**src/rtl/sd_pkg.sv**
```systemverilog
// Shared types and sizing helpers for the SD card register bank.
// Holds the register-select encoding, the register widths and the load FSM states.
package sd_pkg;

    typedef enum logic [2:0] {
        SEL_CID = 3'd0,
        SEL_CSD = 3'd1,
        SEL_SCR = 3'd2,
        SEL_OCR = 3'd3,
        SEL_RCA = 3'd4,
        SEL_DSR = 3'd5
    } sel_e;

    typedef enum logic [1:0] {
        ST_IDLE   = 2'd0,
        ST_LOAD   = 2'd1,
        ST_COMMIT = 2'd2
    } state_e;

    localparam int W_CID   = 128;
    localparam int W_CSD   = 128;
    localparam int W_SCR   = 64;
    localparam int W_OCR   = 32;
    localparam int W_RCA   = 16;
    localparam int W_DSR   = 16;
    localparam int STAGE_W = 128;
    localparam int CNT_W   = 8;

    function automatic int width_of(input logic [2:0] sel);
        case (sel)
            3'd0:    return W_CID;
            3'd1:    return W_CSD;
            3'd2:    return W_SCR;
            3'd3:    return W_OCR;
            3'd4:    return W_RCA;
            default: return W_DSR;
        endcase
    endfunction

    function automatic logic [CNT_W-1:0] beats_for(input logic [2:0] sel, input int data_w);
        return CNT_W'(width_of(sel) / data_w);
    endfunction

endpackage

```
**src/rtl/register.sv**
```systemverilog
// Parametrised enable register with a synchronous active-high reset value.
module register #(
    parameter int               WIDTH   = 16,
    parameter logic [WIDTH-1:0] RST_VAL = '0
) (
    input  logic             clk,
    input  logic             reset,
    input  logic             en,
    input  logic [WIDTH-1:0] d,
    output logic [WIDTH-1:0] q
);

    always_ff @(posedge clk) begin
        if (reset) begin
            q <= RST_VAL;
        end else if (en) begin
            q <= d;
        end
    end

endmodule

```
**src/rtl/sd_register_bank.sv**
```systemverilog
// SD card register bank: loads CID/CSD/SCR/OCR/RCA/DSR from an MSB-first response
// stream, accepts host writes to RCA/DSR and serves registered 32-bit word reads.
//
// state     | meaning
// ----------+--------------------------------------------------------------
// ST_IDLE   | waiting for load_start; stream not accepted
// ST_LOAD   | shifting beats into staging until the beat counter hits one
// ST_COMMIT | staging copied into the target register on the next edge
module sd_register_bank
    import sd_pkg::*;
#(
    parameter int          DATA_W  = 8,
    parameter logic [15:0] RCA_RST = 16'h0000,
    parameter logic [15:0] DSR_RST = 16'h0404
) (
    input  logic              clk,
    input  logic              reset,
    input  logic              load_start,
    input  logic [2:0]        load_sel,
    input  logic              load_abort,
    input  logic              in_valid,
    input  logic [DATA_W-1:0] in_data,
    output logic              in_ready,
    output logic              load_busy,
    output logic              load_done,
    output logic              load_err,
    output logic [5:0]        reg_valid,
    input  logic              wr_en,
    input  logic              wr_sel,
    input  logic [15:0]       wr_data,
    output logic              wr_err,
    input  logic [2:0]        rd_sel,
    input  logic [1:0]        rd_idx,
    output logic [31:0]       rd_data,
    output logic [127:0]      cid_out,
    output logic [127:0]      csd_out,
    output logic [63:0]       scr_out,
    output logic [31:0]       ocr_out,
    output logic [15:0]       rca_out,
    output logic [15:0]       dsr_out
);

    state_e             state_q;
    sel_e               sel_q;
    logic [CNT_W-1:0]   cnt_q;
    logic [STAGE_W-1:0] stage_q;
    logic               load_done_q;
    logic               load_err_q;
    logic               wr_err_q;
    logic [5:0]         reg_valid_q;
    logic [31:0]        rd_data_q;

    logic               commit;
    sel_e               wr_tgt;
    logic [5:0]         commit_en;
    logic [15:0]        rca_d;
    logic [15:0]        dsr_d;
    logic [127:0]       rd_full_d;
    logic [31:0]        rd_word_d;

    assign commit = (state_q == ST_COMMIT);
    assign wr_tgt = wr_sel ? SEL_DSR : SEL_RCA;

    always_comb begin
        commit_en = '0;
        if (commit) begin
            commit_en[sel_q] = 1'b1;
        end
    end

    always_ff @(posedge clk) begin
        if (reset) begin
            state_q     <= ST_IDLE;
            sel_q       <= SEL_CID;
            cnt_q       <= '0;
            stage_q     <= '0;
            load_done_q <= 1'b0;
            load_err_q  <= 1'b0;
            wr_err_q    <= 1'b0;
            reg_valid_q <= '0;
        end else begin
            load_done_q <= 1'b0;
            load_err_q  <= 1'b0;
            // A host write to the register being committed this cycle is dropped.
            wr_err_q    <= wr_en && commit && (sel_q == wr_tgt);
            if (commit) begin
                reg_valid_q[sel_q] <= 1'b1;
            end
            if (wr_en) begin
                reg_valid_q[wr_tgt] <= 1'b1;
            end
            case (state_q)
                ST_IDLE: begin
                    if (load_start) begin
                        if (load_sel > 3'd5) begin
                            load_err_q <= 1'b1;
                        end else begin
                            sel_q   <= sel_e'(load_sel);
                            stage_q <= '0;
                            cnt_q   <= beats_for(load_sel, DATA_W);
                            state_q <= ST_LOAD;
                        end
                    end
                end
                ST_LOAD: begin
                    load_err_q <= load_start;
                    if (load_abort) begin
                        cnt_q   <= '0;
                        state_q <= ST_IDLE;
                    end else if (in_valid) begin
                        stage_q <= {stage_q[STAGE_W-DATA_W-1:0], in_data};
                        cnt_q   <= cnt_q - CNT_W'(1);
                        if (cnt_q == CNT_W'(1)) begin
                            state_q <= ST_COMMIT;
                        end
                    end
                end
                ST_COMMIT: begin
                    load_err_q  <= load_start;
                    load_done_q <= 1'b1;
                    state_q     <= ST_IDLE;
                end
                default: state_q <= ST_IDLE;
            endcase
        end
    end

    assign rca_d = commit_en[SEL_RCA] ? stage_q[15:0] : wr_data;
    assign dsr_d = commit_en[SEL_DSR] ? stage_q[15:0] : wr_data;

    register #(.WIDTH(W_CID), .RST_VAL('0)) u_cid (
        .clk(clk), .reset(reset), .en(commit_en[SEL_CID]),
        .d(stage_q[W_CID-1:0]), .q(cid_out));

    register #(.WIDTH(W_CSD), .RST_VAL('0)) u_csd (
        .clk(clk), .reset(reset), .en(commit_en[SEL_CSD]),
        .d(stage_q[W_CSD-1:0]), .q(csd_out));

    register #(.WIDTH(W_SCR), .RST_VAL('0)) u_scr (
        .clk(clk), .reset(reset), .en(commit_en[SEL_SCR]),
        .d(stage_q[W_SCR-1:0]), .q(scr_out));

    register #(.WIDTH(W_OCR), .RST_VAL('0)) u_ocr (
        .clk(clk), .reset(reset), .en(commit_en[SEL_OCR]),
        .d(stage_q[W_OCR-1:0]), .q(ocr_out));

    register #(.WIDTH(W_RCA), .RST_VAL(RCA_RST)) u_rca (
        .clk(clk), .reset(reset), .en(commit_en[SEL_RCA] | (wr_en & ~wr_sel)),
        .d(rca_d), .q(rca_out));

    register #(.WIDTH(W_DSR), .RST_VAL(DSR_RST)) u_dsr (
        .clk(clk), .reset(reset), .en(commit_en[SEL_DSR] | (wr_en & wr_sel)),
        .d(dsr_d), .q(dsr_out));

    always_comb begin
        rd_full_d = '0;
        case (rd_sel)
            3'd0:    rd_full_d = cid_out;
            3'd1:    rd_full_d = csd_out;
            3'd2:    rd_full_d = {64'b0, scr_out};
            3'd3:    rd_full_d = {96'b0, ocr_out};
            3'd4:    rd_full_d = {112'b0, rca_out};
            3'd5:    rd_full_d = {112'b0, dsr_out};
            default: rd_full_d = '0;
        endcase
        rd_word_d = rd_full_d[{rd_idx, 5'b0} +: 32];
    end

    always_ff @(posedge clk) begin
        if (reset) begin
            rd_data_q <= '0;
        end else begin
            rd_data_q <= rd_word_d;
        end
    end

    assign in_ready  = (state_q == ST_LOAD);
    assign load_busy = (state_q != ST_IDLE);
    assign load_done = load_done_q;
    assign load_err  = load_err_q;
    assign wr_err    = wr_err_q;
    assign reg_valid = reg_valid_q;
    assign rd_data   = rd_data_q;

endmodule
```
**config.mk**
```make
export PLATFORM = sky130hd
export DESIGN_NAME = sd_register_bank
export DESIGN_NICKNAME = d
export VERILOG_FILES = /design/src/rtl/sd_pkg.sv /design/src/rtl/register.sv /design/src/rtl/sd_register_bank.sv
export SDC_FILE = /design/constraint.sdc
export NUM_CORES = 1
export LEC_CHECK = 0
export CORE_UTILIZATION = 52
export CTS_BUF_LIST = sky130_fd_sc_hd__clkbuf_8 sky130_fd_sc_hd__clkbuf_16
export DETAILED_ROUTE_END_ITERATION = 16
export PLACE_DENSITY = 0.92
export SLEW_MARGIN = 10
export SYNTH_ARGS = -nofsm -noshare
export SYNTH_HDL_FRONTEND = slang
export SYNTH_SLANG_ARGS = --single-unit
export TNS_END_PERCENT = 100
```
**constraint.sdc**
```tcl
create_clock -name clk -period 2.2 [get_ports clk]
set_input_delay 0.33 -clock clk [delete_from_list [all_inputs] [get_ports clk]]
set_output_delay 0.33 -clock clk [all_outputs]
set_load 0.01 [all_outputs]
```
==> run summary <==
Area Growth Syn to Fin: 32.89%
Grt ovf: 0
First-pass GRT wire length: 144900 microns
Die ar.: 0.04597 sq mm
Via-to-Cell Ratio: 6.394
DRT iter0 DRCs: 3921
R2r worst-path depth: 8
Largest net degree at the start of global routing: 189
Post-DR wirelength/cell: 25.18 microns
Syn_area_per_cell: 8.241 sq um
Drc violations: 0
Crit share post-route: 0.9726
Placeable Area: 0.04432 sq mm
WS Path Type: reg2out
Clock Tree Buf Depth: 3
WP buf/inv: 1
Worst VDD drop: 0.6719 mV
CTS buffer count: 56
Final min period: 2.140 ns
# H-tree levels: 2
Post-route ant nets: 0
Root buffer cell: clkbuf_16
Global-route usage over all layers: 0.4112
Mapped Nets: 2892
CTS Sinks: 566
Post-synth top area share: 0.4829
PwrDens: 723.5 mW/mm^2
Ranking of synthesized cells by area: dfxtp_1 (48%), nand2_1 (12%), a21oi_1 (11%), nand2b_1 (3.7%), nand3_1 (3.3%)
Hold_buf cts: 0
Final WL: 97430 microns
Worst hold endpoint: u_csd.q[25]$_SDFFE_PP0P_
Pre-CTS setup slack: 0.04430 ns
Worst rel slew slack: 0.4292
Number of synthesized flops with an enable pin: 0
Most frequent cells in the layout: nand2_1 (750), dfxtp_1 (565), a21oi_1 (509), clkdlybuf4s50_1 (458), nand3_1 (154)
Clk Latency, worst-skew pair: 0.63 ns
Synth Cell Area: 0.02346 sq mm
Leading area contributor after synthesis: dfxtp_1
Initial antenna violation count: 5
Fin nets: 3272
Worst Path Arrival: 1.81 ns
Vias in the first global route: 22805
Synth async-reset ratio: 0
Final Max Slew Viols: 0
RR Endpoint: stage_q[118]$_SDFFE_PP0P_
Initial Util: 0.5294
Site Rows: 77
Port buffer count: 465
Setup_tns: 0 ns
Commonest non-fill, non-tap cell in the layout: nand2_1
Final GP Congestion: 0.9523
Setup ws final: 0.06026 ns
CTS tree: done
CP max-delay cell: clkdlybuf4s50_1
Fmax: 467.3 MHz
FF-to-FF setup slack: 0.09 ns
Placed cell areas: 0.02916 sq mm
Die Span Y: 214.4 microns
Post-Syn Instances: 2847
CP Max Fanout: 3
RSZ-0062 raised after global routing: no
DRT Pass-1 Iters: 7
Final Cell Area: 0.03118 sq mm
MaxCap Viol Count: 0
Hold Crit Depth: 2
Tightest Pin Transition: 0.8562 ns
Ys Warns: 0
Worst path top cell family by delay: buffers and inverters
Share of cells above drive strength 1: 0.09252
Final hold violations: 0
WP data required: 1.87 ns
Clock Pin Slew Worst Setup and Hold Paths: 0.07 ns
Startpoint Class: register
Hold path start: reset
Die Wd: 214.4 microns
DP Wirelength: 65180 microns
Worst path cell trace: clkdlybuf4s50_1
Most used DFF post-synth: dfxtp_1
LEAKAGE: 10.49 nW
Final Skew: 0.01473 ns
Endpoints failing setup: 0
Vias: 24740
Fillers: 3193
CP endpoint kind: output pin
Worst hold-check path type: in2reg
Outcome: finished, final reports clean
Register bit total from synthesis: 566
FF-to-FF Start: state_q[1]$_SDFFE_PP0P_
Ports: 466
Register area share after synthesis: 0.4829
Post-synth cell types: 70
Critical path's largest stage delay: 0.77 ns
==> Yosys cell counts, drive strengths merged, types with 12 or more instances <==
| master | n |
|---|---|
| nand3 | 154 |
| a211oi | 22 |
| o21ai | 15 |
| mux4 | 26 |
| nor2 | 60 |
| clkbuf | 172 |
| mux2 | 29 |
| a221oi | 19 |
| mux2i | 72 |
| a311oi | 16 |
| o2bb2ai | 32 |
| inv | 12 |
| buf | 88 |
| a22oi | 41 |
| nand2 | 752 |
| a21oi | 509 |
| dfxtp | 566 |
| nand2b | 139 |
==> per-stage QoR <==
| step | hold slack, ns | total power [mW] | std cells | util |
|---|---|---|---|---|
| after detailed placement | 0.4593 | 12.28 | 3761 | 0.6580 |
| final | 0.09868 | 22.56 | 3869 | 0.7035 |
| after floorplan | 0.4433 | 11.59 | 2847 | - |
| after global placement | 0.4527 | 12.26 | 3761 | 0.6580 |
| after CTS | 0.08415 | 22.46 | 3867 | 0.7033 |
| after global routing | 0.1013 | 23.00 | 3867 | 0.7034 |
==> routing by layer <==
layer | vias up | track usage | wire length (microns)
met5 | - | 0 | 37
met4 | 6 | 0.2393 | 7024
met3 | 476 | 0.1287 | 13780
met2 | 2079 | 0.6190 | 41970
met1 | 11649 | 0.5191 | 34620
li1 | 10530 | - | -
==> cell families after synthesis <==
group / after synthesis / share of synthesized area
AOI/OAI and AO/OA: 713 / 0.1786
muxes: 127 / 0.06975
buffers and inverters: 272 / 0.04853
DFF: 566 / 0.4829
and+or+nand+nor: 1162 / 0.2166
adders and majority gates: 6 / 0.003200
xor gates and xnor gates: 1 / 0.0003734
==> worst max path at each step <==
stage                        startpoint                   endpoint  slack, ns  depth (start not counted)
2_1_floorplan   state_q[1]$_SDFFE_PP0P_    stage_q[0]$_SDFFE_PP0P_       0.32                          9
3_3_place_gp                  rd_sel[1]      rd_data[0]$_SDFF_PP0_       0.04                          6
3_5_place_dp                  rd_sel[2]     rd_data[14]$_SDFF_PP0_       0.04                          6
4_1_cts         state_q[0]$_SDFFE_PP0P_  u_csd.q[117]$_SDFFE_PP0P_       0.02                          8
5_1_grt         state_q[0]$_SDFFE_PP0P_  stage_q[118]$_SDFFE_PP0P_       0.04                          8
6_report       u_csd.q[37]$_SDFFE_PP0P_                csd_out[37]       0.06                          1
==> power breakdown <==
group          switching [mW]  internal [mW]  total [mW]  leakage [nW]
sequential             0.0779           10.3        10.4          4.56
clock                    4.40           6.03        10.4         0.991
combinational            1.03          0.707        1.73          4.94
total                    5.51           17.1        22.6          10.5
==> flip-flops by register name (all words and copies together) (netlist names) <==
signal     flops
stage_q      128
u_cid.q      128
u_csd.q      128
u_scr.q       64
rd_data       32
u_ocr.q       32
u_dsr.q       16
u_rca.q       16
cnt_q          8
reg_valid      6
sel_q          3
state_q        2
load_done      1
load_err       1
wr_err         1
==> final cells by class <==
type / instances / area (sq um) / share of cell area
Tap cell: 592 / 740.7 / 0.02376
Sequential cell: 566 / 11330 / 0.3635
Clock inverter: 39 / 430.4 / 0.01380
Timing Repair Buffer: 582 / 5983 / 0.1919
Antenna cell: 2 / 5.005 / 0.0001605
Multi-Input combinational cell: 2009 / 11080 / 0.3553
Clock buffer: 67 / 1564 / 0.05016
Inverter: 12 / 45.04 / 0.001445
==> timing repair <==
action,in CTS,in global routing
setup endpoints to repair,2,85
hold endpoints to repair,0,0
setup buffers,0,0
resized for setup,6,1
No activity file was read; power rests on OpenSTA's default activity.
